==> config.mk <==
export PLATFORM = sky130hd
export DESIGN_NAME = be8_control_unit_flat
export DESIGN_NICKNAME = d
export VERILOG_FILES = /design/src/rtl/be8_control_unit_if.sv /design/src/rtl/be8_control_unit.sv /design/src/flat_wrapper.sv
export SDC_FILE = /design/constraint.sdc
export NUM_CORES = 1
export LEC_CHECK = 0
export ABC_CLOCK_PERIOD_IN_PS = 2680
export CAP_MARGIN = 25
export CORE_MARGIN = 1.5
export CORE_UTILIZATION = 45
export CTS_BUF_LIST = sky130_fd_sc_hd__clkbuf_4
export DETAILED_ROUTE_END_ITERATION = 8
export PLACE_DENSITY_LB_ADDON = 0.25
export SLEW_MARGIN = 10
export SYNTH_ARGS = -nofsm -noshare
export SYNTH_HDL_FRONTEND = slang
export SYNTH_SLANG_ARGS = --single-unit
==> constraint.sdc <==
create_clock -name CLK -period 2.68 [get_ports CLK]
set_clock_uncertainty 0.05 [all_clocks]
set_input_delay 0.402 -clock CLK [delete_from_list [all_inputs] [get_ports CLK]]
set_output_delay 0.402 -clock CLK [all_outputs]
set_load 0.05 [all_outputs]
==> src/rtl/be8_control_unit_if.sv <==
// be8_control_unit_if
// Groups the run/step controls, the datapath status inputs and the control
// word outputs of the be8 microcode sequencer.
//   RUN, STEP         : free-run level and single-step request
//   OPCODE, CF, ZF    : instruction register high nibble and ALU flags
//   CTRL              : 19-bit control word to the datapath
//   HALTED, STEP_CNT  : halt indication and current micro-step (debug)
// Modports: slave is the sequencer itself, master is whoever drives it.
interface be8_control_unit_if;
    logic        RUN;
    logic        STEP;
    logic [3:0]  OPCODE;
    logic        CF;
    logic        ZF;
    logic [18:0] CTRL;
    logic        HALTED;
    logic [2:0]  STEP_CNT;

    modport slave (
        input  RUN, STEP, OPCODE, CF, ZF,
        output CTRL, HALTED, STEP_CNT
    );

    modport master (
        output RUN, STEP, OPCODE, CF, ZF,
        input  CTRL, HALTED, STEP_CNT
    );
endinterface

==> src/rtl/be8_control_unit.sv <==
// be8_control_unit
// Microcode sequencer for the be8 8-bit CPU. Produces one micro-step of the
// datapath control word per enabled clock, with reset clear, halt and
// run/single-step gating.
// Ports:
//   CLK     : system clock, rising edge
//   RESETn  : asynchronous active-low reset
//   bus     : be8_control_unit_if.slave (RUN, STEP, OPCODE, CF, ZF in;
//             CTRL, HALTED, STEP_CNT out)
// Parameters:
//   EARLY_END : 1 = return to T0 after the instruction's last active step
//   STEP_SYNC : 1 = STEP passes a 2-flop synchronizer before edge detect
// CTRL bit order [18:0]: CLR CE SU AIn BIn OIn IIn Jn FIn MIn RI DOn AOn BOn
// IOn COn EOn ROn NOn (the *n bits are active-low).
module be8_control_unit #(
    parameter bit EARLY_END = 1'b1,
    parameter bit STEP_SYNC = 1'b1
) (
    input logic              CLK,
    input logic              RESETn,
    be8_control_unit_if.slave bus
);

    localparam int unsigned B_CLR = 18;
    localparam int unsigned B_CE  = 17;
    localparam int unsigned B_SU  = 16;
    localparam int unsigned B_AI  = 15;
    localparam int unsigned B_BI  = 14;
    localparam int unsigned B_OI  = 13;
    localparam int unsigned B_II  = 12;
    localparam int unsigned B_JN  = 11;
    localparam int unsigned B_FI  = 10;
    localparam int unsigned B_MI  = 9;
    localparam int unsigned B_RI  = 8;
    localparam int unsigned B_AON = 6;
    localparam int unsigned B_BON = 5;
    localparam int unsigned B_ION = 4;
    localparam int unsigned B_CON = 3;
    localparam int unsigned B_EON = 2;
    localparam int unsigned B_RON = 1;

    localparam logic [18:0] IDLE_WORD = 19'h008FF;
    localparam logic [18:0] CLR_WORD  = 19'h408FF;

    localparam logic [1:0] S_CLR  = 2'd0;
    localparam logic [1:0] S_RUN  = 2'd1;
    localparam logic [1:0] S_HALT = 2'd2;

    logic [1:0]  state;
    logic [2:0]  step_cnt;
    logic        halted;
    logic        step_in;
    logic        step_prev;
    logic        step_rise;
    logic        adv;
    logic [18:0] dec_word;
    logic [2:0]  op_last;
    logic        hlt_step;
    logic [18:0] ctrl_word;

    // Optional two-flop synchronizer for an asynchronous STEP button.
    generate
        if (STEP_SYNC) begin : g_sync
            logic step_s1;
            logic step_s2;
            always_ff @(posedge CLK or negedge RESETn) begin
                if (!RESETn) begin
                    step_s1 <= 1'b0;
                    step_s2 <= 1'b0;
                end else begin
                    step_s1 <= bus.STEP;
                    step_s2 <= step_s1;
                end
            end
            assign step_in = step_s2;
        end else begin : g_nosync
            assign step_in = bus.STEP;
        end
    endgenerate

    always_ff @(posedge CLK or negedge RESETn) begin
        if (!RESETn) begin
            step_prev <= 1'b0;
        end else begin
            step_prev <= step_in;
        end
    end

    // A held STEP yields a single pulse; RUN and a step pulse together
    // still mean just one advance.
    assign step_rise = step_in & ~step_prev;
    assign adv       = bus.RUN | step_rise;

    // Last active micro-step of each opcode, used for early return to T0.
    always_comb begin
        op_last = 3'd1;
        case (bus.OPCODE)
            4'd1, 4'd4:                          op_last = 3'd3;
            4'd2, 4'd3:                          op_last = 3'd4;
            4'd5, 4'd6, 4'd7, 4'd8, 4'd14, 4'd15: op_last = 3'd2;
            default:                             op_last = 3'd1;
        endcase
    end

    // Micro-step decode. T0/T1 are the common fetch and ignore OPCODE;
    // the flags only matter in T2, where the conditional jumps live.
    always_comb begin
        dec_word = IDLE_WORD;
        hlt_step = 1'b0;
        case (step_cnt)
            3'd0: begin
                dec_word[B_CON] = 1'b0;
                dec_word[B_MI]  = 1'b1;
            end
            3'd1: begin
                dec_word[B_RON] = 1'b0;
                dec_word[B_II]  = 1'b1;
                dec_word[B_CE]  = 1'b1;
            end
            3'd2: begin
                case (bus.OPCODE)
                    4'd1, 4'd2, 4'd3, 4'd4: begin
                        dec_word[B_ION] = 1'b0;
                        dec_word[B_MI]  = 1'b1;
                    end
                    4'd5: begin
                        dec_word[B_ION] = 1'b0;
                        dec_word[B_AI]  = 1'b1;
                    end
                    4'd6: begin
                        dec_word[B_ION] = 1'b0;
                        dec_word[B_JN]  = 1'b0;
                    end
                    4'd7: begin
                        if (bus.CF) begin
                            dec_word[B_ION] = 1'b0;
                            dec_word[B_JN]  = 1'b0;
                        end
                    end
                    4'd8: begin
                        if (bus.ZF) begin
                            dec_word[B_ION] = 1'b0;
                            dec_word[B_JN]  = 1'b0;
                        end
                    end
                    4'd14: begin
                        dec_word[B_AON] = 1'b0;
                        dec_word[B_OI]  = 1'b1;
                    end
                    4'd15: hlt_step = 1'b1;
                    default: ;
                endcase
            end
            3'd3: begin
                case (bus.OPCODE)
                    4'd1: begin
                        dec_word[B_RON] = 1'b0;
                        dec_word[B_AI]  = 1'b1;
                    end
                    4'd2, 4'd3: begin
                        dec_word[B_RON] = 1'b0;
                        dec_word[B_BI]  = 1'b1;
                    end
                    4'd4: begin
                        dec_word[B_AON] = 1'b0;
                        dec_word[B_RI]  = 1'b1;
                    end
                    default: ;
                endcase
            end
            3'd4: begin
                if (bus.OPCODE == 4'd2 || bus.OPCODE == 4'd3) begin
                    dec_word[B_EON] = 1'b0;
                    dec_word[B_AI]  = 1'b1;
                    dec_word[B_FI]  = 1'b1;
                    dec_word[B_SU]  = (bus.OPCODE == 4'd3);
                end
            end
            default: ;
        endcase
    end

    // Sequencer state. The HLT edge moves straight to S_HALT and leaves
    // STEP_CNT where it was, so the debug display shows the halting step.
    always_ff @(posedge CLK or negedge RESETn) begin
        if (!RESETn) begin
            state    <= S_CLR;
            step_cnt <= 3'd0;
            halted   <= 1'b0;
        end else begin
            case (state)
                S_CLR: begin
                    state    <= S_RUN;
                    step_cnt <= 3'd0;
                end
                S_RUN: begin
                    if (adv) begin
                        if (hlt_step) begin
                            state  <= S_HALT;
                            halted <= 1'b1;
                        end else if ((EARLY_END && step_cnt == op_last) ||
                                     step_cnt == 3'd4) begin
                            step_cnt <= 3'd0;
                        end else begin
                            step_cnt <= step_cnt + 3'd1;
                        end
                    end
                end
                S_HALT: ;
                default: state <= S_CLR;
            endcase
        end
    end

    // Output gating; reset is checked directly so the clear word never
    // appears while RESETn is still low.
    always_comb begin
        ctrl_word = IDLE_WORD;
        if (RESETn) begin
            case (state)
                S_CLR:   ctrl_word = CLR_WORD;
                S_RUN:   ctrl_word = adv ? dec_word : IDLE_WORD;
                default: ctrl_word = IDLE_WORD;
            endcase
        end
    end

    assign bus.CTRL     = ctrl_word;
    assign bus.HALTED   = halted;
    assign bus.STEP_CNT = step_cnt;

endmodule
==> src/flat_wrapper.sv <==
// flat-port wrapper written by rule: the top's interface ports become plain ports
module be8_control_unit_flat 
#(
    parameter bit EARLY_END = 1'b1,
    parameter bit STEP_SYNC = 1'b1
)
  (CLK, RESETn, bus_RUN, bus_STEP, bus_OPCODE, bus_CF, bus_ZF, bus_CTRL, bus_HALTED, bus_STEP_CNT);
  be8_control_unit_if bus_i ();
  input logic CLK;
  input logic RESETn;
  input wire logic [$bits(bus_i.RUN)-1:0] bus_RUN;
  input wire logic [$bits(bus_i.STEP)-1:0] bus_STEP;
  input wire logic [$bits(bus_i.OPCODE)-1:0] bus_OPCODE;
  input wire logic [$bits(bus_i.CF)-1:0] bus_CF;
  input wire logic [$bits(bus_i.ZF)-1:0] bus_ZF;
  output wire logic [$bits(bus_i.CTRL)-1:0] bus_CTRL;
  output wire logic [$bits(bus_i.HALTED)-1:0] bus_HALTED;
  output wire logic [$bits(bus_i.STEP_CNT)-1:0] bus_STEP_CNT;
  assign bus_i.RUN = bus_RUN;
  assign bus_i.STEP = bus_STEP;
  assign bus_i.OPCODE = bus_OPCODE;
  assign bus_i.CF = bus_CF;
  assign bus_i.ZF = bus_ZF;
  assign bus_CTRL = bus_i.CTRL;
  assign bus_HALTED = bus_i.HALTED;
  assign bus_STEP_CNT = bus_i.STEP_CNT;
  be8_control_unit #(.EARLY_END(EARLY_END), .STEP_SYNC(STEP_SYNC)) u_core (.CLK(CLK), .RESETn(RESETn), .bus(bus_i));
endmodule
==> results.toml <==
[status]
outcome = "finished with violations"
violations = "negative setup slack"

[synthesis]
ys_seq_elements = 9
synth_top_family_by_area = "simple AND/OR/NAND/NOR gates"
synthTopCellsByCount = "10 x nor2_1, 9 x dfrtp_1, 9 x nand2_1, 7 x inv_1, 5 x ha_1"
ys_seq_area_share_pct = 25.5
syn_avg_cell_area_um2 = 8.10
synth_cell_types = 44
synthMuxAreaShare_pct = 2.27
synth_area_leaders = "dfrtp_1 25%, ha_1 7.1%, nor2_1 4.2%, nand2_1 3.8%, buf_4 3.4%"
synth_edf_count = 0
synth_xor_area_share_pct = 1.98
synth_fa_ha_area_share_pct = 7.08
post-synth-top-count-cell = "nor2_1"
synth_flop_cell = "dfrtp_1"
synth_area_um2 = 883
ys_warn_count = 0
synth-simple-area-share_pct = 33.3
synth_top_area_share_pct = 25.5
synth_top_area_cell = "dfrtp_1"
async_flop_share_pct = 100
synth_compound_area_share_pct = 19.7
synthCells = 109

[timing]
timing.final.crit_share_pct = 104
setup_ws_ns = -0.104
holdWs_ns = 0.336
fmax_ghz = 0.359
grt_setup_unrepaired = "yes"
hold_viol_final = 0
setup_viol = 1
drv_slew = 0
final.min_clock_period_ns = 2.78

[placed_design]
dp_hpwl_um = 2020
port_buffers = 29
gp_congestion = 0.847
placedInstanceArea_mm2 = 0.00140
placed_cells = 169

[die]
core_mm2 = 0.00178
die_h_um = 47.3
num_io_pins = 33
die_w_um = 47.3
initial_core_util_pct = 49.5
dieArea_mm2 = 0.00224
num_rows = 15

[grt]
antenna_found_initial = 0
grt-ovfl-total = 0
grt_start_max_net_pins = 17
grt_pass1_wl_um = 4000
first_global_vias = 888
track_usage_pct = 25.7

[finish]
area_delta_synth_final_pct = 70.3
drive_gt1_share_pct = 39.0
antenna_cells = 0
fin_nets = 170
stdcell_area_mm2 = 0.00150
stdcell_count = 179

[worst_setup_path]
slowest_delay_ns = 0.50
critical_path.slowest_cell = "dfrtp_4"
path_buf_inv = 2
critical-path-top-delay-family = "simple AND/OR/NAND/NOR gates"
cp-end-kind = "primary output"
arrival_ns = 2.33
required_ns = 2.23
path_cells = "inv_4, ha_4, nor2b_4, mux2i_1, or4_4, or3_4, a21oi_4, buf_12"
start_kind = "register"
cp_max_fo = 3
worstSetupPathType = "reg -> out"

[routing]
via_per_inst = 5.60
firstDrtPassIters = 4
route.vias.total = 1003
drc_errors = 0
wl_per_cell_um = 14.8
routed_wl_um = 2650
drtIter0Drc = 26
drtAntennaViolNets = 0

[job]
cap_violations = 0

[clock_network]
cts_made_buffers = 3
ctsHoldBuffers = 0
path_clk_slew_ns = 0.07
clockBufferDepth = 2
clk_latency_ns = 0.27
cts_num_sinks = 9
cts_tree = "built"
cts_max_level = 1
cts-root-buf = "clkbuf_4"

[power]
switching_share_pct = 49.3
vdd_drop_max_mv = 0.681
p_comb_share_pct = 70.8
pwr-share-clk_pct = 9.9
seq_power_share_pct = 19.3
p_total_mw = 1.09
p_leak_nw = 0.612
p_int_mw = 0.553
power_density_mw_per_mm2 = 725
p_sw_mw = 0.537

[worst_hold_path]
hold_path_class = "reg -> reg"
==> layer usage <==
metal | wire length (um) | GRT usage (%) | share of wire (%) | vias to the layer above
met3 | 168 | 5.00 | 6.3 | 8
met1 | 1090 | 31.0 | 41 | 469
met2 | 1330 | 43.8 | 50 | 47
met4 | 52 | 11.7 | 2.0 | 0
met5 | 0 | 0 | 0 | -
li1 | - | - | - | 479
==> registers in the layout, summed over array words and instances (netlist names) <==
name / flops
u_core.g_sync.step_s1: 1
u_core.bus.STEP_CNT: 3
u_core.bus.HALTED: 1
u_core.g_sync.step_s2: 1
u_core.state: 2
u_core.step_prev: 1
==> worst paths after layout <==
path	from	to	slack, ns	cells past startpoint
max reg2reg	u_core.bus.STEP_CNT[1]	u_core.bus.STEP_CNT[1]	0.79	6
min reg2reg	u_core.g_sync.step_s1	u_core.g_sync.step_s2	0.34	0
max in group asynchronous	RESETn	u_core.bus.STEP_CNT[0]	2.01	2
max	u_core.bus.STEP_CNT[0]	bus_CTRL[15]	-0.10	8
min	u_core.g_sync.step_s1	u_core.g_sync.step_s2	0.34	0
min in group asynchronous	RESETn	u_core.g_sync.step_s1	0.41	2
==> layout make-up <==
type                            instances  area (um2)
Clock buffer                            3        22.5
Clock inverter                          1        5.00
Fill cell                             109         279
Inverter                                7        28.8
Multi-Input combinational cell         86         663
Sequential cell                         9         231
Tap cell                               25        31.3
Timing Repair Buffer                   48         522
==> per-stage QoR <==
| step | setup slack (ns) | TNS, ns | util, % |
|---|---|---|---|
| 3_5_place_dp | 0.0355 | 0 | 78.7 |
| 2_1_floorplan | -0.0452 | -0.0452 | - |
| 3_3_place_gp | 0.0521 | 0 | 78.7 |
| 4_1_cts | -0.138 | -0.138 | 81.4 |
| 6_report | -0.104 | -0.104 | 84.4 |
| 5_1_grt | -0.146 | -0.155 | 84.4 |
==> what timing repair did <==
item	CTS	global route
gates cloned	0	0
gates resized for setup	2	4
pin swaps	0	3
hold endpoints to repair	0	0
buffers inserted	1	5
setup endpoints to repair	1	2
==> worst reg2reg max path: stages, from the launching register on <==
cell,delay (ns)
dfrtp_2,0.48
buf_4,0.18
o21bai_1,0.14
a211oi_1,0.28
o22ai_1,0.16
o311ai_2,0.32
o22ai_1,0.14
==> logic make-up after synthesis <==
group	count (synthesis)
AND/OR/NAND/NOR	49
AO/OA/AOI/OAI	25
buffers and inverters	16
flip-flops	9
adder cells (fa/ha/maj)	5
XOR/XNOR	2
multiplexers	2
other	1
==> cell usage in the layout, fill, tap and decap left out, types with 3 or more instances in the layout <==
cell	count
a211oi_1	3
a21oi_1	3
buf_12	10
buf_4	24
clkbuf_4	3
clkdlybuf4s50_1	13
conb_1	3
dfrtp_1	6
inv_1	6
nand2_1	9
nand2b_1	4
nor2_1	10
o21ai_0	4
o22ai_1	3
==> power groups by stage <==
stage,logic [mW],registers (mW),clock network (mW)
after floorplan,0.339,0.318,0
after global placement,0.651,0.215,0
after detailed placement,0.671,0.218,0
after CTS,0.702,0.214,0.115
after global routing,0.817,0.214,0.116
final,0.772,0.211,0.108
No activity file was read; power rests on OpenSTA's default activity.
